**src/rtl/tick_pkg.sv**
```systemverilog
// Shared types and constants for the game-tick receiver.
// Used by tick_receiver and bcd_counter.
package tick_pkg;

    localparam int BCD_W    = 4;
    localparam int PERIOD_W = 28;

    localparam logic [PERIOD_W-1:0] CNT_MAX = '1;

    typedef enum logic [1:0] {
        IDLE   = 2'd0,
        FIRST  = 2'd1,
        LOCKED = 2'd2,
        LOST   = 2'd3
    } tick_state_e;

endpackage

```
**src/rtl/tick_receiver_bcd_counter.sv**
```systemverilog
// Packed BCD up-counter with ripple carry between digits.
// TICK_SCORE_SATURATE_EN: hold at all nines instead of wrapping.
module bcd_counter
    import tick_pkg::*;
#(
    parameter int BCD_DIGITS = 4
) (
    input  logic                        clock_in,
    input  logic                        reset,
    input  logic                        clear,
    input  logic                        inc,
    output logic [BCD_W*BCD_DIGITS-1:0] value
);

    logic [BCD_W*BCD_DIGITS-1:0] nxt;
    logic                        carry;
`ifdef TICK_SCORE_SATURATE_EN
    logic                        all_nines;
`endif

    always_comb begin
        nxt   = value;
        carry = inc;
`ifdef TICK_SCORE_SATURATE_EN
        all_nines = 1'b1;
`endif
        for (int i = 0; i < BCD_DIGITS; i++) begin
`ifdef TICK_SCORE_SATURATE_EN
            all_nines = all_nines & (value[i*BCD_W +: BCD_W] == 4'd9);
`endif
            if (carry) begin
                if (value[i*BCD_W +: BCD_W] == 4'd9) begin
                    nxt[i*BCD_W +: BCD_W] = 4'd0;
                end else begin
                    nxt[i*BCD_W +: BCD_W] = value[i*BCD_W +: BCD_W] + 4'd1;
                    carry = 1'b0;
                end
            end
        end
    end

    always_ff @(posedge clock_in) begin
        if (reset) begin
            value <= '0;
        end else if (clear) begin
            value <= '0;
`ifdef TICK_SCORE_SATURATE_EN
        end else if (!all_nines) begin
            value <= nxt;
`else
        end else begin
            value <= nxt;
`endif
        end
    end

endmodule

```
**src/rtl/tick_receiver.sv**
```systemverilog
// Game-tick receiver: sync, edge pulse, period watch, BCD score.
// TICK_SCORE_SATURATE_EN makes the score hold at all nines.
module tick_receiver
    import tick_pkg::*;
#(
    parameter int                  SYNC_STAGES = 2,
    parameter logic [PERIOD_W-1:0] TIMEOUT     = 28'd40000000,
    parameter int                  BCD_DIGITS  = 4
) (
    input  logic                        clock_in,
    input  logic                        reset,
    input  logic                        tick_in,
    input  logic                        run,
    input  logic                        clear,
    output logic                        tick_pulse,
    output logic [BCD_W*BCD_DIGITS-1:0] score_bcd,
    output logic [PERIOD_W-1:0]         period,
    output logic                        period_valid,
    output logic                        tick_lost
);

    logic [SYNC_STAGES-1:0] sync;
    logic                   prev;
    logic                   sync_out;
    logic [PERIOD_W-1:0]    cnt;
    logic [PERIOD_W-1:0]    period_next;
    logic                   timeout;
    logic                   score_inc;
    tick_state_e            state;

    assign sync_out    = sync[SYNC_STAGES-1];
    assign period_next = (cnt == CNT_MAX) ? CNT_MAX : cnt + 28'd1;
    assign timeout     = (cnt == TIMEOUT - 28'd1);
    assign score_inc   = tick_pulse & run & (state != LOST);

    always_ff @(posedge clock_in) begin
        if (reset) begin
            sync         <= '0;
            prev         <= 1'b0;
            tick_pulse   <= 1'b0;
            cnt          <= '0;
            period       <= '0;
            period_valid <= 1'b0;
            tick_lost    <= 1'b0;
            state        <= IDLE;
        end else begin
            sync       <= {sync[SYNC_STAGES-2:0], tick_in};
            prev       <= sync_out;
            tick_pulse <= sync_out & ~prev;

            if (tick_pulse) begin
                cnt <= '0;
            end else if (cnt != CNT_MAX) begin
                cnt <= cnt + 28'd1;
            end

            // A pulse in the timeout cycle wins, so timeout is only
            // considered when no pulse is present.
            unique case (state)
                IDLE: begin
                    if (tick_pulse) state <= FIRST;
                end
                FIRST: begin
                    if (tick_pulse) begin
                        period       <= period_next;
                        period_valid <= 1'b1;
                        state        <= LOCKED;
                    end else if (timeout) begin
                        tick_lost <= 1'b1;
                        state     <= LOST;
                    end
                end
                LOCKED: begin
                    if (tick_pulse) begin
                        period <= period_next;
                    end else if (timeout) begin
                        tick_lost <= 1'b1;
                        state     <= LOST;
                    end
                end
                LOST: begin
                    if (clear) begin
                        tick_lost    <= 1'b0;
                        period_valid <= 1'b0;
                        state        <= IDLE;
                    end else if (tick_pulse) begin
                        tick_lost <= 1'b0;
                        state     <= FIRST;
                    end
                end
                default: state <= IDLE;
            endcase
        end
    end

    bcd_counter #(
        .BCD_DIGITS(BCD_DIGITS)
    ) u_score (
        .clock_in(clock_in),
        .reset   (reset),
        .clear   (clear),
        .inc     (score_inc),
        .value   (score_bcd)
    );

endmodule

```
**config.mk**
```make
export PLATFORM = sky130hd
export DESIGN_NAME = tick_receiver
export DESIGN_NICKNAME = d
export VERILOG_FILES = /design/src/rtl/tick_pkg.sv /design/src/rtl/tick_receiver_bcd_counter.sv /design/src/rtl/tick_receiver.sv
export SDC_FILE = /design/constraint.sdc
export NUM_CORES = 1
export LEC_CHECK = 0
export CAP_MARGIN = 10
export CORE_ASPECT_RATIO = 1.2
export CORE_UTILIZATION = 35
export CTS_CLUSTER_DIAMETER = 30
export CTS_CLUSTER_SIZE = 14
export DETAILED_ROUTE_END_ITERATION = 12
export SYNTH_ARGS = -nofsm -noshare
export SYNTH_HDL_FRONTEND = slang
export SYNTH_SLANG_ARGS = --single-unit
```
**constraint.sdc**
```tcl
create_clock -name clock_in -period 5.55 [get_ports clock_in]
set_clock_uncertainty 0.15 [all_clocks]
set_input_delay 0.555 -clock clock_in [delete_from_list [all_inputs] [get_ports clock_in]]
set_output_delay 0.555 -clock clock_in [all_outputs]
set_load 0.02 [all_outputs]
```
==> metrics.txt, run 1 <==
Clock Latency Late Sink=between 300 and 400 ps; global route overflow=0; Post-Synth Simple-Gate Area=0.297; instance count on the critical path=6; register area=1600 um^2; async set or reset register ratio after synthesis=0; post-synthesis sequential area ratio=0.432; Worst setup startpoint=cnt[0]; net switching power=between 0.2 and 0.3 mW; first-pass GRT wire length=14.2 mm; final setup fails=0; Die ar.=about 11,000 um^2; synthesized-area fraction occupied by xor and xnor cells=0.0591; CP arrival=2650 ps; Chip Height=roughly 110 um; Ports=52; syn_nets=approximately 440; Cells after Synth=431; residual DRC count=0; unrepaired setup endpoints after global routing=no; flop and latch count out of synthesis=80; setup TNS=0 ps; area of the multi-input gates=roughly 2000 um^2; Tot Pwr=1.22 mW; Slowest Stage Delay on Critical Path=about 460 ps; reg-to-reg endpoint=period[27]; Synth area leader=dfxtp_1; Slew HR=0.382; Seq pwr share=0.476; routed wire length per instance=approximately 14 um; clock power share=0.499; Maximum Capacitance Violations=0; GR Util All Layers=0.165; worst r2r path cells=6; commonest cells after routing, fill and taps aside=83 x nor2_1, 80 x dfxtp_1, 51 x clkdlybuf4s50_1; Max Clk Rate=0.391 GHz; Crit Path Class=reg -> reg; CP bufs+invs=0; fin nets=between 400 and 500; hold_buf cts=0; PortBufs=just over 50; most common cell after layout, fill and taps aside=nor2_1; compound-cell area share of the yosys netlist=0.149; Fillers=slightly above 1k; buffer count from post-CTS setup fixing=0; crit start category=register; Final GP Congestion=0.899; type of element capturing the critical path=register; HP Class=reg -> reg; Rows=40; crit path capture=period[27]; status=finished clean; Slew @ Worst Pin=927 ps; Total Wirelength=8.39 mm; final worst-path cycle share=0.460; yosys warns=0; CTS Buf Count=9; Initial Util=0.365; 1st-pass router iterations=4; Leak Pwr=approximately 1.5 nW; post-synthesis cell area=around 3700 um^2; Syn-to-layout area delta=24.1%; Synth cell types=56; vias in the first global route=around 3.0k; # diodes=0; share of cells above drive strength 1=0.0858; main combinational cell family by area after synthesis=simple AND/OR/NAND/NOR gates; initial antenna violation count=0; Pint=around 0.95 mW; critical path fanouts, max=13; Slew Viols, Final=0; Resized cells post-CTS=0; Clk pin slew, worst setup/hold paths=around 70 ps; Synth Flop Type=dfxtp_1; beginning of the worst register-to-register path=cnt[0]; switching fraction of total power=0.226; mux share of post-synthesis cell area=0.0111; initial drt markers=around 180; clock root buffer=clkbuf_16; Final Hold Vio Count=0; minimum clock period=around 2600 ps; clock buffer depth=2; Crit-path slowest cell=nand3_1; Gate power share=0.025; power per cell area=roughly 270 nW/um^2; Mapped Avg Cell Area=8.60 um^2; Largest delay share family, worst path=simple AND/OR/NAND/NOR gates; die width=approximately 96 um; VDD IR max=about 0.14 mV; CTS sink cnt=80; CTS tree=yes; core footprint=between 10,000 and 15,000 um^2; Post-Synth Adder-Cell Area=0.0169; H-tree depth=3; number of flops mapped to enable cells by yosys=0; Routed Antenna Nets=0; via count=~3.2k; largest net degree at the start of global routing=49; post-DP HPWL=5.82 mm; share of the synthesized area in the top cell type=0.432; R2R Setup Slk=about 3000 ps; Critical Path RT=about 5700 ps; top cells by area, synth=dfxtp_1 43%, nor2_1 8.4%, xnor2_1 3.5%; crit-path cells=ha_1, nand3_2, nor4_4, nand3_1, a31o_2, a211oi_1; drt via density=5.29
-- cell families after synthesis --
group,count (synthesis)
AND/OR/NAND/NOR,209
multiplexers,4
adder cells (fa/ha/maj),5
AO/OA/AOI/OAI,78
buffers and inverters,30
XOR/XNOR,25
flip-flops,80
-- final cells by class --
class | instances | share of cell area
clock buffers | 9 | 0.0490
flip-flops and latches | 80 | 0.348
repair buffers | 52 | 0.113
clock inverters | 7 | 0.0182
well taps | 126 | 0.0343
inverters | 9 | 0.00735
multi-input cells | 321 | 0.430
-- worst min-delay path by stage --
| stage | startpoint | end | slack, ps | cells after the start |
|---|---|---|---|---|
| after floorplan | prev | tick_pulse | 220 | 1 |
| after global placement | prev | tick_pulse | 230 | 1 |
| after detailed placement | prev | tick_pulse | 240 | 1 |
| final | prev | tick_pulse | 260 | 1 |
| after CTS | prev | tick_pulse | 270 | 1 |
| after global routing | prev | tick_pulse | 270 | 1 |
-- Yosys cell counts, types with 3 or more instances --
library cell and number:
nor2_1 83, dfxtp_1 80, nand2_1 27, a21oi_1 20, clkbuf_1 16, xnor2_1 15
nand3_1 14, o21ai_0 14, nor3_1 13, and3_1 11, a211oi_1 10, nand4_1 10
xor2_1 10, inv_1 9, a211oi_2 8, nor2b_1 8, a31oi_1 6, ha_1 5
nand3b_1 5, a311oi_1 4, nand2b_1 4, nor3b_1 4, nor4_1 4, a31o_2 3
and2_1 3, buf_2 3, mux2i_1 3, nor4bb_1 3
-- state kept, by name, indices dropped and copies added (netlist names) --
register	flops
sync	2
tick_pulse	1
period	28
state	2
period_valid	1
u_score.value	16
cnt	28
tick_lost	1
prev	1
-- power groups by stage --
stage | registers [mW] | clock network, mW | logic, mW
2_1_floorplan | 0.595 | 0 | 0.0207
3_3_place_gp | 0.595 | 0 | 0.0311
3_5_place_dp | 0.595 | 0 | 0.0314
4_1_cts | 0.582 | 0.625 | 0.0315
5_1_grt | 0.583 | 0.653 | 0.0346
6_report | 0.582 | 0.610 | 0.0310
-- per-layer routing --
layer	wire length (um)	vias up	GRT usage
li1	-	1614	-
met1	3840	1493	0.206
met5	0	-	0
met2	4060	77	0.275
met4	128	0	0.0627
met3	353	9	0.0359
-- worst reg2reg max path, delay by kind of cell (launching register included) --
kind	cells	cell delay, ps
AOI/OAI and AO/OA	2	620
DFF	1	430
and+or+nand+nor	3	1020
adders and majority gates	1	250
-- metrics by stage --
stage | cells | setup slack [ps] | utilization | cell area, um^2 | hold WS, ps
after floorplan | 431 | 3550 | - | 3700 | 217
after CTS | 604 | 2990 | 0.452 | 4600 | 266
after global placement | 588 | 3120 | 0.422 | 4290 | 226
after detailed placement | 588 | 3020 | 0.422 | 4290 | 239
final | 604 | 3000 | 0.452 | 4600 | 256
after global routing | 604 | 2750 | 0.452 | 4600 | 270
(Power assumes the default switching activity.)
==> run 2, diff against run 1 <==
==> constraint.sdc (replaced) <==
create_clock -name clock_in -period 2.1 [get_ports clock_in]
set_clock_uncertainty 0.15 [all_clocks]
set_input_delay 0.21 -clock clock_in [delete_from_list [all_inputs] [get_ports clock_in]]
set_output_delay 0.21 -clock clock_in [all_outputs]
set_load 0.02 [all_outputs]
==> metrics.txt, run 2 (synthesis gave the netlist of run 1 again) <==
setup TNS=0 ps (unchanged); final setup fails=0 (unchanged); switching fraction of total power=0.204 (-0.0218); Slew HR=0.621 (+0.239); clock root buffer=clkbuf_16; Tot Pwr=3.34 mW (+170%); HP Class=reg -> reg; Clock Latency Late Sink=340 ps (about the same); Clk pin slew, worst setup/hold paths=60 ps (about the same); CP arrival=2130 ps (-520 ps); first-pass GRT wire length=15.1 mm (+6.6%); vias in the first global route=3,214 (+5.6%); pre-CTS WS=53.5 ps (-2960 ps); Pint=2.66 mW (+180%); CTS tree=yes; Post-Place Cells=613 (+4.3%); share of cells above drive strength 1=0.141 (+0.0554); Maximum Capacitance Violations=0 (unchanged); Final GP Congestion=0.833 (-7.4%); Total Wirelength=9.29 mm (+11%); unrepaired setup endpoints after global routing=yes; power per cell area=686 nW/um^2 (+160%); Chip Height=115 um (unchanged); via count=3,333 (+4.4%); routed wire length per instance=14.8 um (+6.3%); Seq pwr share=0.460 (-0.016); final instance area=4880 um^2 (+6.1%); Final Hold Vio Count=0 (unchanged); Non-Filler Instances=629 (+4.1%); Placed Area=4510 um^2 (+5.3%); CTS Buf Count=9 (unchanged); hold_buf cts=0 (unchanged); final worst-path cycle share=0.955 (+0.495); type of element capturing the critical path=register; commonest cells after routing, fill and taps aside=82 x nor2_1, 80 x dfxtp_1, 51 x clkdlybuf4s50_1; global route overflow=0 (unchanged); fin nets=509 (+5.4%); Syn-to-layout area delta=31.6%; Rows=40 (unchanged); critical path fanouts, max=4 (-9); GR Util All Layers=0.178 (+0.0133); crit start category=register; Die ar.=11,000 um^2 (unchanged); PortBufs=51 (unchanged); residual DRC count=0 (unchanged); net switching power=0.681 mW (+150%); Critical Path RT=2220 ps (-3430 ps); Ports=52 (unchanged); minimum clock period=2010 ps (-549 ps); largest registers=cnt x28, period x28, u_score.value x16; initial antenna violation count=0 (unchanged); initial drt markers=114 (-38%); clock buffer depth=2 (unchanged); Max Clk Rate=0.499 GHz (+27%); Initial Util=0.365 (unchanged); post-DP HPWL=6.44 mm (+11%); Routed Antenna Nets=0 (unchanged); CTS sink cnt=80 (unchanged); Final WS setup=94.7 ps (-2900 ps); Leak Pwr=1.66 nW (+9.9%); status=finished clean; die width=95.9 um (unchanged); 1st-pass router iterations=4 (unchanged); Slew @ Worst Pin=568 ps (-358 ps); core footprint=10,200 um^2 (unchanged); H-tree depth=3 (unchanged); WHS=233 ps (-22.8 ps); Crit Path Class=reg -> reg; drt via density=5.30 (+0.24%); Slew Viols, Final=0 (unchanged); Core Util, Final=0.480 (+0.0276); most common cell after layout, fill and taps aside=nor2_1; # diodes=0 (unchanged); VDD IR max=0.360 mV (+150%); largest net degree at the start of global routing=29 (-41%); clock power share=0.512 (+0.013); Gate power share=0.028 (+0.003)
-- run 2: changes by cell type in the layout (fill, tap and decap cells not counted), moves of 2 or more --
cell,previous run,this run
clkbuf_8,0,2
nor4_1,4,2
buf_12,0,3
inv_6,4,0
nor4_2,0,2
buf_4,1,24
-- run 2: power groups by stage --
stage / sequential (mW) / clock, mW / combinational, mW
2_1_floorplan: 1.57 / 0 / 0.0548
3_3_place_gp: 1.57 / 0 / 0.0915
3_5_place_dp: 1.57 / 0 / 0.0925
4_1_cts: 1.54 / 1.74 / 0.0935
5_1_grt: 1.54 / 1.80 / 0.104
6_report: 1.54 / 1.71 / 0.0942
-- run 2: layout make-up --
cell class,instances,area (um^2)
multi-input combinational,321,2010
sequential,80,1600
timing repair buffer,78,751
fill,1014,5280
clock inverter,3,65.1
clock buffer,12,256
inverter,9,33.8
tap,126,158
-- run 2: timing repair --
| action | CTS | global route |
|---|---|---|
| endpoints found under the hold margin | 0 | 0 |
| setup buffers | 0 | 1 |
| setup endpoints to repair | 0 | 21 |
| gates resized for setup | 0 | 7 |
-- run 2: worst max-delay path, cell delays in order, from the launching register on --
cell and delay [ps]:
dfxtp_1 340, or4b_1 570, nor4_2 160, nand3_1 250, mux2_2 340, a21oi_1 130
-- run 2: path summary, 6_finish.rpt --
kind,startpoint,to,slack (ps),cells past startpoint
hold / removal,prev,tick_pulse,230,1
setup reg to reg,cnt[13],tick_lost,90,5
hold reg to reg,prev,tick_pulse,230,1
setup / recovery,cnt[13],tick_lost,90,5
-- run 2: per-layer routing --
metal  part of all wire  vias up  track usage  routed length (um)
met5                  0        -            0                   0
met4              0.017        0       0.0796                 156
met3              0.036       15       0.0378                 335
met2               0.49       64        0.306                4560
met1               0.46     1582        0.211                4240
li1                   -     1672            -                   -
